File: config.mk
export PLATFORM = sky130hd
export DESIGN_NAME = mem_arbiter
export DESIGN_NICKNAME = d
export VERILOG_FILES = /design/src/rtl/mem_arbiter_pkg.sv /design/src/rtl/mem_arbiter_arb_pick.sv /design/src/rtl/mem_arbiter.sv
export SDC_FILE = /design/constraint.sdc
export NUM_CORES = 1
export LEC_CHECK = 0
export CORE_AREA = 2 2 149 151
export DETAILED_ROUTE_END_ITERATION = 10
export DIE_AREA = 0 0 151 153
export GPL_ROUTABILITY_DRIVEN = 0
export GPL_TIMING_DRIVEN = 0
export PLACE_DENSITY = 0.78
export SYNTH_ARGS = -nofsm -noshare
export SYNTH_HDL_FRONTEND = slang
export SYNTH_HIERARCHICAL = 1
export SYNTH_SLANG_ARGS = --single-unit
File: constraint.sdc
create_clock -name clk -period 1.8 [get_ports clk]
set_clock_uncertainty 0.1 [all_clocks]
set_input_delay 0.27 -clock clk [delete_from_list [all_inputs] [get_ports clk]]
set_output_delay 0.27 -clock clk [all_outputs]
set_load 0.02 [all_outputs]
File: src/rtl/mem_arbiter_pkg.sv
// Shared types and port-number constants for the three-port memory arbiter.
package mem_arbiter_pkg;

    typedef enum logic [1:0] {
        ARB_IDLE = 2'd0,
        ARB_BUSY = 2'd1,
        ARB_RESP = 2'd2
    } arbstate_t;

    localparam logic [1:0] ARB_PORT_D = 2'd0;
    localparam logic [1:0] ARB_PORT_I = 2'd1;
    localparam logic [1:0] ARB_PORT_A = 2'd2;
    localparam logic [1:0] ARB_NONE   = 2'd3;

endpackage

File: src/rtl/mem_arbiter_arb_pick.sv
// Combinational winner selection; fixed priority d > i > a, or round-robin
// starting after the last grant when ARB_ROUND_ROBIN_EN is defined.
module arb_pick
    import mem_arbiter_pkg::*;
(
    input  logic [2:0] req,
    input  logic [1:0] last,
    output logic [1:0] winner
);

`ifdef ARB_ROUND_ROBIN_EN
    logic [1:0] cand;

    always_comb begin
        winner = ARB_NONE;
        // search order begins at the port after the last grant, wrapping a -> d
        cand = (last == ARB_PORT_D) ? ARB_PORT_I :
               (last == ARB_PORT_I) ? ARB_PORT_A : ARB_PORT_D;
        for (int unsigned k = 0; k < 3; k++) begin
            if (winner == ARB_NONE && req[cand]) begin
                winner = cand;
            end
            cand = (cand == ARB_PORT_A) ? ARB_PORT_D : cand + 2'd1;
        end
    end
`else
    logic unused_last;
    assign unused_last = ^last;

    always_comb begin
        if (req[0]) begin
            winner = ARB_PORT_D;
        end else if (req[1]) begin
            winner = ARB_PORT_I;
        end else if (req[2]) begin
            winner = ARB_PORT_A;
        end else begin
            winner = ARB_NONE;
        end
    end
`endif

endmodule

File: src/rtl/mem_arbiter.sv
// Three-requester (data, instr, aux) single-outstanding memory arbiter.
// Define ARB_ROUND_ROBIN_EN for round-robin instead of fixed priority.
module mem_arbiter
    import mem_arbiter_pkg::*;
(
    input  logic        clk,
    input  logic        rst,

    input  logic        d_enable,
    input  logic [31:0] d_addr,
    input  logic [1:0]  d_oplen,
    input  logic        d_unsigned,
    input  logic        d_we,
    input  logic [31:0] d_wdata,
    output logic        d_valid,
    output logic [31:0] d_result,

    input  logic        i_enable,
    input  logic [31:0] i_addr,
    input  logic [1:0]  i_oplen,
    input  logic        i_unsigned,
    output logic        i_valid,
    output logic [31:0] i_result,

    input  logic        a_enable,
    input  logic [31:0] a_addr,
    input  logic [1:0]  a_oplen,
    input  logic        a_unsigned,
    input  logic        a_we,
    input  logic [31:0] a_wdata,
    output logic        a_valid,
    output logic [31:0] a_result,

    output logic        m_enable,
    output logic [31:0] m_addr,
    output logic        m_we,
    output logic [31:0] m_wdata,
    output logic [1:0]  m_oplen,
    output logic        m_unsigned,
    input  logic        m_valid,
    input  logic [31:0] m_result,

    output logic [1:0]  grant
);

    arbstate_t   state;
    arbstate_t   state_next;
    logic [2:0]  req;
    logic [1:0]  winner;
    logic [1:0]  last_grant;
    logic [31:0] sel_addr;
    logic [31:0] sel_wdata;
    logic        sel_we;
    logic [1:0]  sel_oplen;
    logic        sel_unsigned;

    assign req = {a_enable, i_enable, d_enable};

`ifdef ARB_ROUND_ROBIN_EN
    logic [1:0] rr_last;

    // Resetting to the aux port makes the data port the first candidate.
    always_ff @(posedge clk) begin
        if (rst) begin
            rr_last <= ARB_PORT_A;
        end else if (state == ARB_IDLE && req != '0) begin
            rr_last <= winner;
        end
    end

    assign last_grant = rr_last;
`else
    assign last_grant = ARB_NONE;
`endif

    arb_pick u_pick (
        .req    (req),
        .last   (last_grant),
        .winner (winner)
    );

    always_ff @(posedge clk) begin
        if (rst) begin
            state <= ARB_IDLE;
        end else begin
            state <= state_next;
        end
    end

    always_comb begin
        state_next = state;
        unique case (state)
            ARB_IDLE: if (req != '0) state_next = ARB_BUSY;
            ARB_BUSY: if (m_valid) state_next = ARB_RESP;
            ARB_RESP: state_next = ARB_IDLE;
            default:  state_next = ARB_IDLE;
        endcase
    end

    always_comb begin
        sel_addr     = d_addr;
        sel_we       = d_we;
        sel_wdata    = d_wdata;
        sel_oplen    = d_oplen;
        sel_unsigned = d_unsigned;
        case (winner)
            ARB_PORT_I: begin
                sel_addr     = i_addr;
                sel_we       = 1'b0;
                sel_wdata    = '0;
                sel_oplen    = i_oplen;
                sel_unsigned = i_unsigned;
            end
            ARB_PORT_A: begin
                sel_addr     = a_addr;
                sel_we       = a_we;
                sel_wdata    = a_wdata;
                sel_oplen    = a_oplen;
                sel_unsigned = a_unsigned;
            end
            default: ;
        endcase
    end

    always_ff @(posedge clk) begin
        if (rst) begin
            grant      <= ARB_NONE;
            m_enable   <= 1'b0;
            m_addr     <= '0;
            m_we       <= 1'b0;
            m_wdata    <= '0;
            m_oplen    <= '0;
            m_unsigned <= 1'b0;
            d_valid    <= 1'b0;
            i_valid    <= 1'b0;
            a_valid    <= 1'b0;
            d_result   <= '0;
            i_result   <= '0;
            a_result   <= '0;
        end else begin
            d_valid <= 1'b0;
            i_valid <= 1'b0;
            a_valid <= 1'b0;
            case (state)
                ARB_IDLE: begin
                    if (req != '0) begin
                        grant      <= winner;
                        m_enable   <= 1'b1;
                        m_addr     <= sel_addr;
                        m_we       <= sel_we;
                        m_wdata    <= sel_wdata;
                        m_oplen    <= sel_oplen;
                        m_unsigned <= sel_unsigned;
                    end
                end
                ARB_BUSY: begin
                    if (m_valid) begin
                        m_enable <= 1'b0;
                        case (grant)
                            ARB_PORT_D: begin d_valid <= 1'b1; d_result <= m_result; end
                            ARB_PORT_I: begin i_valid <= 1'b1; i_result <= m_result; end
                            ARB_PORT_A: begin a_valid <= 1'b1; a_result <= m_result; end
                            default: ;
                        endcase
                    end
                end
                ARB_RESP: grant <= ARB_NONE;
                default: ;
            endcase
        end
    end

endmodule

==> impl_metrics.py, run 1 <==
metrics = {
    "outcome": {
        "outcome": "complete, no violations",
    },
    "synthesis": {
        "netlist_instances": 788,
        "syn_area_per_cell_um2": 9.054,
        "syn_nets": 999,
        "yosys_warnings": 6,
        "synth_area_um2": 7134,
    },
    "critical_path": {
        "timing.rr.start": "state[1]",
        "critPathKind": "reg2out",
        "crit_slowest_cell": "clkdlybuf4s50_1",
        "cp-start-kind": "flop",
        "critPathBufInv": 1,
        "required_ps": 1430,
        "crit_arrival_ps": 1410,
        "slowest_delay_ps": 620,
        "crit_start": "m_wdata[5]",
        "end_kind": "output port",
        "rr_endpoint": "a_result[12]",
        "path_cells": "clkdlybuf4s50_1",
        "critPathMaxFanout": 2,
        "cpLargestDelayFamily": "buffers and inverters",
        "r2r_slack_ps": 70,
        "reg2regPathDepth": 4,
    },
    "pwr": {
        "p_leak_nw": 5.156,
        "power_density_nw_per_um2": 855.5,
        "ir_drop_mv": 0.5468,
    },
    "global_routing": {
        "grt_max_degree": 18,
        "grtUsageTotal_pct": 24.40,
        "first_global_vias": 7717,
        "antenna_found_initial": 1,
        "grt_pass1_wl_mm": 43.36,
        "overflow": 0,
    },
    "clock_network": {
        "htree_levels": 4,
        "clock-sinks": 172,
        "cts-root-buf": "clkbuf_16",
        "ctsHoldBuffers": 0,
        "clk_latency_ps": 420,
        "cts_tree": "yes",
        "clk_pin_slew_ps": 80,
        "clockBufferDepth": 2,
        "cts_buffers": 17,
    },
    "hold_path": {
        "holdPathStages": 2,
        "hold_path_class": "in2reg",
        "worst_hold_path.endpoint": "m_wdata[30]",
        "hp-start": "rst",
    },
    "timing": {
        "worstMarginPinSlew_ps": 633.2,
        "drv_slew": 0,
        "final.period_utilization_pct": 98.71,
        "finalWorstPathRequiredPeriod_ps": 1777,
        "max_clock_freq_ghz": 0.5628,
        "relSlewSlack_pct": 57.79,
        "whs_ps": 105.3,
        "finalSetupViolCount": 0,
        "worst_slack_ps": 23.30,
        "hold_violations": 0,
    },
    "floorplanning": {
        "design.die.area_um2": 23100,
        "num_rows": 54,
        "start_util_pct": 33.21,
        "die_x_um": 151,
        "die_height_um": 153,
        "core_area_um2": 21490,
        "io_pins": 379,
    },
    "route": {
        "ant_nets": 0,
        "drc_errors": 0,
        "post_drt_wl_per_cell_um": 19.81,
        "drt-total-wl_mm": 29.25,
        "viasPerCell": 5.276,
        "vias": 7792,
        "dr.pass1.iters": 5,
        "initialDrtViolationCount": 341,
    },
    "finish": {
        "final_util_pct": 56.71,
        "areaGrowthSynthToFinish_pct": 70.78,
        "drive_gt1_share_pct": 8.361,
        "num-fill-cells": 1956,
        "fin_nets": 1395,
    },
    "placed_design": {
        "io_buffers": 377,
        "dpl.hpwl_mm": 22.63,
        "post-place-ws_ps": -1172,
    },
    "job": {
        "max_cap_viol_count": 0,
    },
}
-- through the flow --
| step | total power (W) | instances | cell area, µm² | TNS [ps] |
|---|---|---|---|---|
| after floorplan | 0.005316 | 788 | 7134 | 0 |
| after CTS | 0.01047 | 1474 | 12050 | 0 |
| final | 0.01042 | 1477 | 12180 | 0 |
| after global placement | 0.006583 | 1445 | 11260 | -85900 |
| after detailed placement | 0.006618 | 1445 | 11260 | -89290 |
| after global routing | 0.01076 | 1476 | 12180 | -8.226 |
-- report_power, final --
part	switching, W	total (W)	internal [W]
clock	0.00172	0.00382	0.00210
combinational	0.00125	0.00243	0.00118
sequential	0.000133	0.00417	0.00404
total	0.00310	0.0104	0.00732
-- state kept, by name, summed over array words and instances (netlist names), 2 cells and up --
signal    flops
i_result     32
m_wdata      32
m_oplen       2
m_addr       32
a_result     32
grant         2
d_result     32
state         2
-- worst max path at each step --
| stage | slack (ps) | to | cells after the start |
|---|---|---|---|
| CTS | 5 | m_addr[22] | 1 |
| finish | 20 | m_wdata[5] | 1 |
| floorplan | 10 | m_wdata[10] | 8 |
| global route | -4 | a_result[19] | 1 |
| global placement | -1130 | m_wdata[18] | 8 |
| detailed placement | -1170 | m_wdata[27] | 8 |
-- routing by layer --
layer	share of wire [%]	vias up	wire length (µm)	global-route usage (%)
met5	0.044	-	13	0
met4	3.7	2	1072	10.59
met2	51	361	14820	43.61
li1	-	3681	-	-
met1	39	3680	11400	27.66
met3	6.6	68	1940	5.284
-- cells in the final DEF, fill, tap and decap left out, drive strengths merged, types with 3 or more instances in the layout --
cell,instances
dlygate4sd2,20
mux2i,64
buf,32
o21ai,34
a221oi,35
o32ai,35
nor2b,36
nand3,33
a22oi,32
clkbuf,67
a211oi,32
clkdlybuf4s50,317
clkinvlp,3
dlymetal6s2s,40
a21oi,69
nand3b,3
nor2,7
inv,14
dfxtp,172
nand2,135
-- what timing repair did --
action | in CTS | in global routing
hold endpoints to repair | 0 | 0
buffers inserted | 0 | 2
pin swaps | 8 | 2
setup endpoints to repair | 86 | 140
gates resized for setup | 83 | 53
-- area by class of cell --
type | instances | area, µm² | area share [%]
clock inverters | 14 | 171.4 | 1.407
repair buffers | 379 | 3864 | 31.71
multi-input cells | 528 | 3432 | 28.17
inverters | 6 | 22.52 | 0.1848
diodes | 1 | 2.502 | 0.02054
clock buffers | 17 | 425.4 | 3.491
well taps | 280 | 350.3 | 2.875
plain buffers | 80 | 471.7 | 3.871
flip-flops and latches | 172 | 3445 | 28.27
Power figures use the tool's default switching activity.
==> inputs of run 2 (changes only) <==
--- a/config.mk
+++ b/config.mk
@@ -5,12 +5,12 @@
 export SDC_FILE = /design/constraint.sdc
 export NUM_CORES = 1
 export LEC_CHECK = 0
-export CORE_AREA = 2 2 149 151
+export CORE_MARGIN = 3
+export CORE_UTILIZATION = 36
 export DETAILED_ROUTE_END_ITERATION = 10
-export DIE_AREA = 0 0 151 153
 export GPL_ROUTABILITY_DRIVEN = 0
 export GPL_TIMING_DRIVEN = 0
-export PLACE_DENSITY = 0.78
+export PLACE_DENSITY = 0.84
 export SYNTH_ARGS = -nofsm -noshare
 export SYNTH_HDL_FRONTEND = slang
 export SYNTH_HIERARCHICAL = 1
==> run 2 against run 1 <==
Net effect: setup slack better by 1.5 ps; critical endpoint is now m_addr[24]; sequential cell count stayed put; register-to-register slack about the same; clock power is 5.2% higher; die area decreased by 6.8%; fmax is essentially flat; highest routed layer is now met4; via count grew 0.50%; first-iteration DRC count is 21% higher; global-route usage increased by 1.3 points; largest power group unchanged; sequential share of layout area hardly changed; sequential power hardly changed; routed wire length hardly changed; largest cell class unchanged.
==> impl_metrics.py, run 2 (same netlist as run 1, synthesis figures left out) <==
metrics = {
    "outcome": {
        "outcome": "complete, no violations",
    },
    "critical_path": {
        "slowest_delay_ps": 660,
        "end_kind": "output port",
        "rr_endpoint": "m_wdata[25]",
        "path_depth": 1,
        "reg2regPathDepth": 5,
        "timing.rr.start": "state[1]",
        "path_cells": "clkdlybuf4s50_1",
        "crit_slowest_cell": "clkdlybuf4s50_1",
        "endpoint": "m_addr[24]",
        "critPathKind": "reg2out",
        "critPathMaxFanout": 2,
        "r2r_slack_ps": 70,
        "crit_start": "m_addr[24]",
        "cpLargestDelayFamily": "buffers and inverters",
        "cp-start-kind": "flop",
        "crit_arrival_ps": 1410,
        "required_ps": 1430,
        "critPathBufInv": 1,
    },
    "global_routing": {
        "grtUsageTotal_pct": 25.65,
        "grt_max_degree": 18,
        "grt_pass1_wl_mm": 43.66,
        "overflow": 0,
        "first_global_vias": 7791,
        "antenna_found_initial": 0,
    },
    "finish": {
        "fin_nets": 1398,
        "final_common_cell": "clkdlybuf4s50_1",
        "num-fill-cells": 1568,
        "areaGrowthSynthToFinish_pct": 70.68,
        "stdcell_area_um2": 12180,
        "n_antenna_cell": 0,
        "layout_common_cells": "clkdlybuf4s50_1, dfxtp_1, nand2_1",
        "drive_gt1_share_pct": 8.750,
    },
    "route": {
        "dr.pass1.iters": 5,
        "drc_errors": 0,
        "initialDrtViolationCount": 412,
        "drt-total-wl_mm": 29.25,
        "viasPerCell": 5.364,
        "ant_nets": 0,
        "post_drt_wl_per_cell_um": 20.03,
        "vias": 7831,
    },
    "timing": {
        "worst_slack_ps": 24.85,
        "drv_slew": 0,
        "worstMarginPinSlew_ps": 598.9,
        "finalSetupViolCount": 0,
        "relSlewSlack_pct": 60.07,
        "rsz0062_at_grt": "no",
        "finalWorstPathRequiredPeriod_ps": 1775,
        "max_clock_freq_ghz": 0.5633,
        "hold_violations": 0,
        "final.period_utilization_pct": 98.62,
    },
    "job": {
        "max_cap_viol_count": 0,
    },
    "pwr": {
        "p_clk_share_pct": 37.8,
        "p_switching_w": 0.003064,
        "ir_drop_mv": 0.5800,
        "power_density_nw_per_um2": 872.6,
        "p_comb_share_pct": 23.0,
        "p_leak_nw": 5.046,
        "p_int_w": 0.007561,
        "pwr-share-seq_pct": 39.2,
        "netSwitchingFraction_pct": 28.84,
        "power_w": 0.01063,
    },
    "placed_design": {
        "dpl.hpwl_mm": 22.74,
        "place_area_um2": 11230,
        "io_buffers": 377,
        "post-place-ws_ps": -1296,
    },
    "floorplanning": {
        "die_height_um": 146.8,
        "core_area_um2": 19080,
        "num_rows": 50,
        "die_x_um": 146.8,
        "start_util_pct": 37.39,
        "io_pins": 379,
        "design.die.area_um2": 21540,
    },
    "clock_network": {
        "cts_buffers": 17,
        "clk_latency_ps": 410,
        "clock-sinks": 172,
        "htree_levels": 4,
        "clk_pin_slew_ps": 70,
        "cts_tree": "yes",
        "cts-root-buf": "clkbuf_16",
        "clockBufferDepth": 2,
    },
    "hold_path": {
        "hold_path_class": "in2reg",
    },
}
run 2: changes by cell type in the layout (fill, tap and decap cells not counted), sizes merged:
cell           delta
dlymetal6s2s      -6
clkdlybuf4s15     +1
inv               -3
dlygate4sd2       -7
clkinvlp          -2
clkdlybuf4s50    +12
bufinv            +1
clkbuf            -2
diode             -1
clkinv            +3
buf               +7
run 2: layout make-up:
cell class / instances / area (µm²) / area share, %
Timing Repair Buffer: 382 / 3894 / 31.98
Sequential cell: 172 / 3445 / 28.29
Multi-Input combinational cell: 528 / 3415 / 28.04
Clock buffer: 19 / 452.9 / 3.720
Buffer: 80 / 424.2 / 3.483
Tap cell: 260 / 325.3 / 2.672
Clock inverter: 13 / 198.9 / 1.634
Inverter: 6 / 22.52 / 0.1850
run 2: power groups by stage:
stage	registers, W	clock network (W)	logic, W
global placement	0.00424	0	0.00232
floorplan	0.00452	0	0.000798
global route	0.00419	0.00422	0.00258
CTS	0.00416	0.00407	0.00239
detailed placement	0.00425	0	0.00235
finish	0.00417	0.00402	0.00244
run 2: worst min path at each step:
| stage | from | slack [ps] | cells past startpoint | to |
|---|---|---|---|---|
| after global placement | i_result[16] | 340 | 2 | i_result[16] |
| final | rst | 80 | 2 | m_wdata[30] |
| after CTS | rst | 60 | 2 | m_wdata[30] |
| after floorplan | m_result[0] | 320 | 2 | a_result[0] |
| after detailed placement | i_result[2] | 350 | 2 | i_result[2] |
| after global routing | rst | 70 | 2 | m_wdata[30] |
run 2: layer usage:
| metal | global-route usage [%] | routed length (µm) | vias to the layer above |
|---|---|---|---|
| met2 | 47.15 | 15160 | 376 |
| met3 | 6.323 | 2045 | 51 |
| met5 | 0 | 0 | - |
| li1 | - | - | 3678 |
| met1 | 28.93 | 11210 | 3726 |
| met4 | 8.608 | 839 | 0 |
run 2: stage by stage:
step           TNS (ps)  utilization [%]  cells  hold slack (ps)
2_1_floorplan         0                -    788            317.7
3_3_place_gp     -84480            58.87   1425            343.0
3_5_place_dp     -92200            58.87   1425            349.1
4_1_cts               0            62.66   1455            61.51
5_1_grt               0            63.82   1460            73.57
6_report              0            63.82   1460            82.12
run 2: repair_timing:
action / CTS / global route
buffers inserted: 0 / 5
hold buffers: 0 / 0
setup endpoints to repair: 79 / 167
gates resized for setup: 49 / 72
pin swaps: 1 / 10
==> inputs of run 3 (changes only) <==
--- a/config.mk
+++ b/config.mk
@@ -5,12 +5,14 @@
 export SDC_FILE = /design/constraint.sdc
 export NUM_CORES = 1
 export LEC_CHECK = 0
-export CORE_MARGIN = 3
-export CORE_UTILIZATION = 36
+export CORE_AREA = 3 3 146 148
 export DETAILED_ROUTE_END_ITERATION = 10
+export DIE_AREA = 0 0 149 151
+export DONT_BUFFER_PORTS = 1
 export GPL_ROUTABILITY_DRIVEN = 0
 export GPL_TIMING_DRIVEN = 0
-export PLACE_DENSITY = 0.84
+export PLACE_DENSITY = 0.57
+export SKIP_CTS_REPAIR_TIMING = 1
 export SYNTH_ARGS = -nofsm -noshare
 export SYNTH_HDL_FRONTEND = slang
 export SYNTH_HIERARCHICAL = 1
==> run 3 against run 2 <==
Net effect: register-to-register slack hardly changed; first-iteration DRC count is 36% lower; fmax is 3.0% higher; sequential share of layout area is 11 points higher; clock-buffer cell count is 2 lower; final cell count is 20% lower; critical path depth is 4 higher; via count is 17% lower; non-clock buffer count is 308 lower; die area is 4.4% higher; sequential cell count stayed put; largest cell class is now registers.
==> impl_metrics.py, run 3 (same netlist as run 1, synthesis figures left out) <==
metrics = {
    "timing": {
        "max_clock_freq_ghz": 0.5801,
        "rsz0062_at_grt": "yes",
        "relSlewSlack_pct": 59.45,
        "drv_slew": 0,
        "final.period_utilization_pct": 95.77,
        "finalSetupViolCount": 0,
        "worstMarginPinSlew_ps": 608.3,
        "hold_violations": 0,
        "finalWorstPathRequiredPeriod_ps": 1724,
    },
    "outcome": {
        "outcome": "complete, no violations",
    },
    "pwr": {
        "p_comb_share_pct": 13.2,
        "power_density_nw_per_um2": 1069,
        "p_leak_nw": 3.249,
        "pwr-share-seq_pct": 47.9,
        "ir_drop_mv": 0.5882,
        "p_switching_w": 0.003046,
        "power_w": 0.009452,
        "p_clk_share_pct": 38.9,
        "p_int_w": 0.006407,
        "netSwitchingFraction_pct": 32.22,
    },
    "critical_path": {
        "critPathKind": "reg2reg",
        "cp-start-kind": "flop",
        "path_cells": "or2_2 > nor2_4 > buf_4 > clkbuf_4 > o32ai_1",
        "required_ps": 2000,
        "end_kind": "flop",
        "crit_arrival_ps": 1930,
        "crit_start": "state[1]",
        "cpLargestDelayFamily": "simple AND/OR/NAND/NOR gates",
        "timing.rr.start": "state[1]",
        "crit_slowest_cell": "dfxtp_1",
        "critPathMaxFanout": 10,
        "slowest_delay_ps": 390,
        "critPathBufInv": 2,
    },
    "global_routing": {
        "antenna_found_initial": 4,
        "grt_pass1_wl_mm": 38.32,
        "overflow": 0,
        "grtUsageTotal_pct": 22.31,
        "first_global_vias": 6106,
        "grt_max_degree": 19,
    },
    "placed_design": {
        "dpl.hpwl_mm": 20.83,
        "io_buffers": 0,
        "place_area_um2": 7472,
        "dp_cells": 1058,
    },
    "floorplanning": {
        "start_util_pct": 35.37,
        "num_rows": 52,
        "die_height_um": 151,
        "core_area_um2": 20170,
        "io_pins": 379,
        "design.die.area_um2": 22500,
        "die_x_um": 149,
    },
    "clock_network": {
        "htree_levels": 4,
        "cts_tree": "yes",
        "cts-root-buf": "clkbuf_16",
        "clk_latency_ps": 420,
        "clk_pin_slew_ps": 80,
        "cts_buffers": 17,
        "clock-sinks": 172,
        "clockBufferDepth": 2,
    },
    "finish": {
        "fin_nets": 1090,
        "drive_gt1_share_pct": 9.641,
        "stdcell_count": 1166,
        "areaGrowthSynthToFinish_pct": 23.97,
        "stdcell_area_um2": 8845,
        "final_common_cell": "dfxtp_1",
        "layout_common_cells": "dfxtp_1, nand2_1, dlygate4sd3_1",
        "final_util_pct": 43.85,
    },
    "route": {
        "drt-total-wl_mm": 27.32,
        "post_drt_wl_per_cell_um": 23.43,
        "dr.pass1.iters": 4,
        "initialDrtViolationCount": 265,
        "drc_errors": 0,
        "vias": 6496,
        "ant_nets": 0,
        "viasPerCell": 5.571,
    },
    "job": {
        "max_cap_viol_count": 0,
    },
    "hold_path": {
        "hp-start": "a_wdata[15]",
        "hold_path_class": "in2reg",
    },
}
run 3: path summary, 6_finish.rpt:
check,end,slack [ps],cells past startpoint
worst max-delay path,m_addr[18],80,5
worst min-delay path,m_wdata[15],10,2
worst max register to register,m_addr[18],80,5
worst min register to register,i_result[7],460,2
run 3: worst reg2reg max path, stage by stage (launching register included):
cell and delay, ps:
dfxtp_1 390, or2_2 340, nor2_4 210, buf_4 230
clkbuf_4 230, o32ai_1 100
run 3: power groups by stage:
stage	logic, W	registers, W	clock network (W)
floorplan	0.000798	0.00452	0
global placement	0.00107	0.00462	0
detailed placement	0.00108	0.00462	0
CTS	0.00108	0.00453	0.00375
global route	0.00138	0.00455	0.00391
finish	0.00125	0.00453	0.00367
run 3: cell type report:
class	count	area, µm²
antenna	4	10.01
buffer	82	405.4
clock buffer	17	425.4
clock inverter	15	147.6
fill	2011	11320
inverter	6	22.52
multi-input combinational	528	3338
sequential	172	3445
tap	270	337.8
timing repair buffer	72	713.2
run 3: per-stage QoR:
stage                     worst slack, ps  hold slack, ps  TNS, ps
after global placement             -502.7           320.8   -41410
after global routing               -9.998           15.57   -21.73
after detailed placement           -559.3           325.5   -44680
after floorplan                     10.24           317.7        0
final                               76.17           12.44        0
after CTS                          -341.2          -138.8   -19250
run 3: routing by layer:
metal | routed length (µm) | up-vias | GRT usage, %
met2 | 14230 | 283 | 39.13
met1 | 10320 | 3108 | 25.28
met4 | 699 | 0 | 8.467
met5 | 0 | - | 0
li1 | - | 3074 | -
met3 | 2072 | 31 | 7.301
